**config.mk**
```make
export PLATFORM = sky130hd
export DESIGN_NAME = amp_seq_ctrl
export DESIGN_NICKNAME = d
export VERILOG_FILES = /design/src/rtl/toi2s_pkg.sv /design/src/rtl/amp_seq_timer.sv /design/src/rtl/amp_seq_ctrl.sv
export SDC_FILE = /design/constraint.sdc
export NUM_CORES = 1
export LEC_CHECK = 0
export BUFFER_PORTS_ARGS = -buffer_cell sky130_fd_sc_hd__buf_4
export CORE_MARGIN = 1
export CORE_UTILIZATION = 54
export DETAILED_ROUTE_END_ITERATION = 8
export PLACE_DENSITY = 0.74
export SETUP_SLACK_MARGIN = 0.3
export SYNTH_ARGS = -nofsm -noshare
export SYNTH_HDL_FRONTEND = slang
export SYNTH_SLANG_ARGS = --single-unit
```
**constraint.sdc**
```tcl
create_clock -name clk -period 2.6 [get_ports clk]
set_input_delay 0.13 -clock clk [delete_from_list [all_inputs] [get_ports clk]]
set_output_delay 0.13 -clock clk [all_outputs]
set_load 0.01 [all_outputs]
```
**src/rtl/toi2s_pkg.sv**
```systemverilog
// Shared types for the amplifier power sequencer.
// Holds the state encoding and the amp register init table.
package toi2s_pkg;

  typedef enum logic [2:0] {
    ST_IDLE      = 3'd0,
    ST_PWRUP     = 3'd1,
    ST_CFG       = 3'd2,
    ST_WAIT_LOCK = 3'd3,
    ST_RUN       = 3'd4,
    ST_SHUTDOWN  = 3'd5,
    ST_FAULT     = 3'd6
  } seq_state_e;

  localparam int NUM_CFG = 4;
  localparam int IDX_W   = $clog2(NUM_CFG);

  typedef struct packed {
    logic [7:0] addr;
    logic [7:0] data;
  } cfg_entry_t;

  function automatic cfg_entry_t cfg_entry(
    input logic [IDX_W-1:0] idx
  );
    cfg_entry_t e;
    case (idx)
      2'd0:    e = '{addr: 8'h02, data: 8'h00};
      2'd1:    e = '{addr: 8'h03, data: 8'h1A};
      2'd2:    e = '{addr: 8'h04, data: 8'h30};
      default: e = '{addr: 8'h05, data: 8'h08};
    endcase
    return e;
  endfunction

endpackage

```
**src/rtl/amp_seq_timer.sv**
```systemverilog
// Loadable down-counter for settle and mute delays.
// o_last flags the final count so callers leave on time.
module amp_seq_timer #(
  parameter int W = 4
) (
  input  logic         clk,
  input  logic         resetb,
  input  logic         i_load,
  input  logic [W-1:0] i_val,
  input  logic         i_dec,
  output logic         o_zero,
  output logic         o_last
);

  logic [W-1:0] r_cnt;

  always_ff @(posedge clk) begin
    if (!resetb) begin
      r_cnt <= '0;
    end else if (i_load) begin
      r_cnt <= i_val;
    end else if (i_dec && r_cnt != '0) begin
      r_cnt <= r_cnt - W'(1);
    end
  end

  assign o_zero = (r_cnt == '0);
  assign o_last = (r_cnt == W'(1));

endmodule

```
**src/rtl/amp_seq_ctrl.sv**
```systemverilog
// Amplifier power/config/unmute sequencer.
// Define AMP_SEQ_RETRY_EN to retry NACKed writes up to 3 times.
module amp_seq_ctrl
  import toi2s_pkg::*;
#(
  parameter int SETTLE_CYCLES = 1024,
  parameter int UNMUTE_CYCLES = 256,
  parameter int MUTE_CYCLES   = 64
) (
  input  logic       clk,
  input  logic       resetb,
  input  logic       ena,
  input  logic       audio_lock,
  output logic       cfg_req,
  output logic [7:0] cfg_addr,
  output logic [7:0] cfg_data,
  input  logic       cfg_ack,
  input  logic       cfg_nack,
  output logic       amp_nenable,
  output logic       amp_nmute,
  output logic [2:0] seq_state,
  output logic       fault
);

  localparam int TMAX = (SETTLE_CYCLES > MUTE_CYCLES)
                      ? SETTLE_CYCLES : MUTE_CYCLES;
  localparam int TW = $clog2(TMAX + 1);
  localparam int LW = $clog2(UNMUTE_CYCLES + 1);

  seq_state_e       r_state;
  seq_state_e       w_next;
  logic             r_req;
  logic [IDX_W-1:0] r_idx;
  logic [LW-1:0]    r_lock_cnt;
  logic             w_ack;
  logic             w_nack;
  logic             w_last_idx;
  logic             w_lock_hit;
  logic             w_retry_ok;
  logic             w_tmr_load;
  logic [TW-1:0]    w_tmr_val;
  logic             w_tmr_dec;
  logic             w_tmr_zero;
  logic             w_tmr_last;
  logic             w_tmr_done;
  cfg_entry_t       w_entry;

  // Simultaneous ack+nack counts as a NACK.
  assign w_nack     = r_req & cfg_nack;
  assign w_ack      = r_req & cfg_ack & ~cfg_nack;
  assign w_last_idx = (r_idx == IDX_W'(NUM_CFG - 1));
  assign w_lock_hit = audio_lock &&
    (({1'b0, r_lock_cnt} + (LW+1)'(1)) >= (LW+1)'(UNMUTE_CYCLES));
  assign w_tmr_done = w_tmr_zero | w_tmr_last;

`ifdef AMP_SEQ_RETRY_EN
  logic [1:0] r_retry;

  always_ff @(posedge clk) begin
    if (!resetb) begin
      r_retry <= '0;
    end else if (r_state != ST_CFG || w_ack) begin
      r_retry <= '0;
    end else if (w_nack) begin
      r_retry <= r_retry + 2'd1;
    end
  end

  assign w_retry_ok = (r_retry != 2'd3);
`else
  assign w_retry_ok = 1'b0;
`endif

  always_ff @(posedge clk) begin
    if (!resetb) begin
      r_state <= ST_IDLE;
    end else begin
      r_state <= w_next;
    end
  end

  always_comb begin
    w_next = r_state;
    case (r_state)
      ST_IDLE: begin
        if (ena) w_next = ST_PWRUP;
      end
      ST_PWRUP: begin
        if (!ena)           w_next = ST_SHUTDOWN;
        else if (w_tmr_done) w_next = ST_CFG;
      end
      ST_CFG: begin
        if (r_req) begin
          if (w_nack) begin
            if (!w_retry_ok) w_next = ST_FAULT;
            else if (!ena)   w_next = ST_SHUTDOWN;
          end else if (w_ack) begin
            if (!ena)           w_next = ST_SHUTDOWN;
            else if (w_last_idx) w_next = ST_WAIT_LOCK;
          end
        end else if (!ena) begin
          w_next = ST_SHUTDOWN;
        end
      end
      ST_WAIT_LOCK: begin
        if (!ena)           w_next = ST_SHUTDOWN;
        else if (w_lock_hit) w_next = ST_RUN;
      end
      ST_RUN: begin
        if (!ena)             w_next = ST_SHUTDOWN;
        else if (!audio_lock) w_next = ST_WAIT_LOCK;
      end
      ST_SHUTDOWN: begin
        if (w_tmr_done) w_next = ST_IDLE;
      end
      ST_FAULT: begin
        if (!ena) w_next = ST_IDLE;
      end
      default: w_next = ST_IDLE;
    endcase
  end

  always_comb begin
    amp_nenable = 1'b0;
    amp_nmute   = 1'b0;
    fault       = 1'b0;
    case (r_state)
      ST_IDLE:  amp_nenable = 1'b1;
      ST_RUN:   amp_nmute   = 1'b1;
      ST_FAULT: begin
        amp_nenable = 1'b1;
        fault       = 1'b1;
      end
      default: ;
    endcase
  end

  assign seq_state = r_state;
  assign w_entry   = cfg_entry(r_idx);
  assign cfg_req   = r_req;
  assign cfg_addr  = r_req ? w_entry.addr : 8'h00;
  assign cfg_data  = r_req ? w_entry.data : 8'h00;

  // Request drops after each response; gap cycle precedes the next one.
  always_ff @(posedge clk) begin
    if (!resetb) begin
      r_req <= 1'b0;
      r_idx <= '0;
    end else if (r_state == ST_PWRUP) begin
      r_req <= (w_next == ST_CFG);
      r_idx <= '0;
    end else if (r_state == ST_CFG) begin
      if (r_req) begin
        if (w_ack) begin
          r_req <= 1'b0;
          r_idx <= r_idx + IDX_W'(1);
        end else if (w_nack) begin
          r_req <= 1'b0;
        end
      end else if (w_next == ST_CFG) begin
        r_req <= 1'b1;
      end
    end else begin
      r_req <= 1'b0;
      r_idx <= '0;
    end
  end

  always_ff @(posedge clk) begin
    if (!resetb) begin
      r_lock_cnt <= '0;
    end else if (r_state == ST_WAIT_LOCK && audio_lock) begin
      if (r_lock_cnt != LW'(UNMUTE_CYCLES))
        r_lock_cnt <= r_lock_cnt + LW'(1);
    end else begin
      r_lock_cnt <= '0;
    end
  end

  assign w_tmr_load = (r_state == ST_IDLE && w_next == ST_PWRUP) ||
                      (r_state != ST_SHUTDOWN &&
                       w_next == ST_SHUTDOWN);
  assign w_tmr_val  = (w_next == ST_PWRUP) ? TW'(SETTLE_CYCLES)
                                           : TW'(MUTE_CYCLES);
  assign w_tmr_dec  = (r_state == ST_PWRUP) ||
                      (r_state == ST_SHUTDOWN);

  amp_seq_timer #(
    .W(TW)
  ) u_timer (
    .clk    (clk),
    .resetb (resetb),
    .i_load (w_tmr_load),
    .i_val  (w_tmr_val),
    .i_dec  (w_tmr_dec),
    .o_zero (w_tmr_zero),
    .o_last (w_tmr_last)
  );

endmodule

```
==> impl_metrics.toml <==
[route]
via_count = 1507
first_pass_iters = 4
via_per_inst = 5.33
avgRoutedWirePerCell_um = 13.3
drc = 0
ant_nets = 0
routed_wl_um = 3750
drtIter0Drc = 56

[critical_path]
critical_path_class = "flip-flop to flip-flop"
cp_cell_sequence = "or4_4, or4_4, and2_4, nor3_4, o31ai_4, buf_6, buf_12, a211oi_2"
worst_setup_path_start_kind = "flip-flop"
cp_num_buf_inv = 2
cp_data_arrival_time_ps = 2640
path_max_fanout = 5
cp.required_ps = 2860
path_delay_family = "simple AND/OR/NAND/NOR gates"
end_kind = "flip-flop"
slowest_stage = "or4_4"
critPathMaxStageDelay_ps = 570
crit_top_cell = "or4_4"

[sta]
max-slew-margin-rel_pct = 64.3
finalSetupViolCount = 0
worst_pin_slew_ps = 522
period_share_pct = 91.6
slew_viol_final = 0
timing_hold_violations_final = 0
fin_tns_setup_ps = 0
fmax_mhz = 420
setup_slack_ps = 219
fin_crit_ps = 2380
rsz0062_at_grt = "yes"
skew_ps = 7.99

[yosys]
synth_area_leaders = "dfxtp_1 29%, nor2_1 6.2%, ha_1 5.7%"
synth.distinct_cells = 55
ys_ff_latch = 26
synth_commonest_cells = "29 x nor2_1, 26 x dfxtp_1, 12 x inv_1"
synth.largest_area_cell = "dfxtp_1"
yosysSeqAreaShare_pct = 29.5
ys.flop_type = "dfxtp_1"
yosysMostFrequentCell = "nor2_1"
async_reset_ff_share_pct = 0
synth_top_cell_area_share_pct = 29.5
synth-edff-count = 0
yosysWarnings = 0
synthCells = 211
synth_area_sq_um = 1770
syn_avg_cell_area_sq_um = 8.37

[power_and_ir_drop]
p_comb_share_pct = 64.3
switching_power_mw = 1.05
internal-power_mw = 1.51
p_leak_nw = 0.840
pwr-share-clk_pct = 10.9
p_seq_share_pct = 24.8
ir_drop_uv = 552
sw_frac_of_total_pct = 41.0
power_density_nw_per_um2 = 1190

[grt]
grt_max_degree = 18
grt_pass1_wl_um = 5950
grt_util_all_layers_pct = 22.4
grt_pass1_vias = 1374
antenna_found_initial = 0
grt_overflow = 0

[floorplanning]
die_area_sq_um = 3500
rows = 20
coreArea_sq_um = 3080
start_util_pct = 57.4
dieHeight_um = 59.2
pin_count = 29
die_x_um = 59.2

[job]
max-cap-violations = 0

[min_path]
hold_path.class = "input pin to flip-flop"

[finish]
antenna_cells = 0
area_growth_pct = 21.8
drive_above_1_share_pct = 31.0
final_cell_count_no_fill = 283
fin_area_sq_um = 2150
nets = 254

[clocking]
worstSkewPairLatency_ps = 320
htree_levels = 1
cts_tree = "done"
cts_inserted_buffers = 3
cts.sinks = 26
cts_max_path_buffers = 2
root_buffer = "clkbuf_4"
cts.reportedPaths.clkPinSlew_ps = 150

[placed_design]
placed_cells = 268
gp_congestion = 0.847
place_hpwl_um = 2520
io_buffers = 19
dpl_cell_area_sq_um = 1880
pre_cts_slack_ps = 87.6

[outcome]
status = "completed"
[cell type report]
type	count	area [sq um]
clock inverters	1	30.0
well taps	44	55.1
inverters	12	45.0
clock buffers	3	22.5
repair buffers	32	283
flip-flops and latches	26	529
multi-input cells	165	1180
fillers	268	928
[layer usage]
metal,global-route usage (%),vias up,routed length [um]
li1,-,780,-
met1,25.0,703,1550
met2,42.4,22,2070
met3,4.59,2,108
met4,5.78,0,23
met5,0,-,0
[cells by family (layout without fill, tap and decap cells)]
family,Yosys count,after routing,share of synthesized area (%)
simple gates,96,96,31.0
compound gates,35,35,14.7
buf+inv,28,48,10.3
flops,26,26,29.5
xor+xnor,15,15,7.44
fa+ha+maj,8,8,5.67
mux,2,2,1.20
other cells,1,9,0.212
[worst paths after layout]
| check | cells past startpoint | end | slack (ps) | from |
|---|---|---|---|---|
| max reg2reg | 8 | u_timer.r_cnt[1]$_SDFFE_PN0P_ | 220 | u_timer.r_cnt[3]$_SDFFE_PN0P_ |
| max | 8 | u_timer.r_cnt[1]$_SDFFE_PN0P_ | 220 | u_timer.r_cnt[3]$_SDFFE_PN0P_ |
| min reg2reg | 2 | u_timer.r_cnt[1]$_SDFFE_PN0P_ | 540 | u_timer.r_cnt[1]$_SDFFE_PN0P_ |
| min | 2 | seq_state[2]$_SDFF_PN0_ | 110 | resetb |
[worst reg2reg max path: cells and delay by family (launching register included)]
family          cells  cell delay, ps
simple gates        4            1510
flops               1             360
buf+inv             2             250
compound gates      2             210
[metrics by stage]
step / utilization, % / total power [mW] / hold WS [ps]
2_1_floorplan: - / 1.58 / 247
3_3_place_gp: 61.0 / 1.82 / 365
3_5_place_dp: 61.0 / 1.83 / 360
4_1_cts: 67.1 / 2.37 / 3.84
5_1_grt: 69.8 / 2.73 / 83.7
6_report: 69.8 / 2.56 / 107
[power by group through the flow]
stage | registers, mW | clock network [mW] | logic, mW
global placement | 0.629 | 0 | 1.20
detailed placement | 0.631 | 0 | 1.20
CTS | 0.622 | 0.285 | 1.47
finish | 0.636 | 0.278 | 1.65
global route | 0.651 | 0.306 | 1.77
floorplan | 0.580 | 0 | 1.00
[what timing repair did]
action / in CTS / in global routing
setup buffers: 5 / 4
pin swaps: 7 / 6
gates resized for setup: 16 / 14
hold buffers: 0 / 1
endpoints found under the hold margin: 0 / 1
setup endpoints to repair: 13 / 13
gates cloned: 1 / 0
[placed cells by master, fill, tap and decap left out, types with 5 or more instances in the layout]
cell type	n
a21oi_1	7
and2_1	5
buf_4	27
conb_1	9
dfxtp_1	19
dfxtp_2	7
ha_1	8
inv_1	12
nand2_1	9
nand3_1	6
nor2_1	24
nor2b_1	5
o21ai_0	6
or4_4	5
xnor2_1	8
xor2_1	7
[flip-flops by register name, indices dropped and copies added (netlist names)]
register       count
r_lock_cnt         9
r_idx              2
seq_state          3
u_timer.r_cnt     11
cfg_req            1
Power figures use the tool's default switching activity.
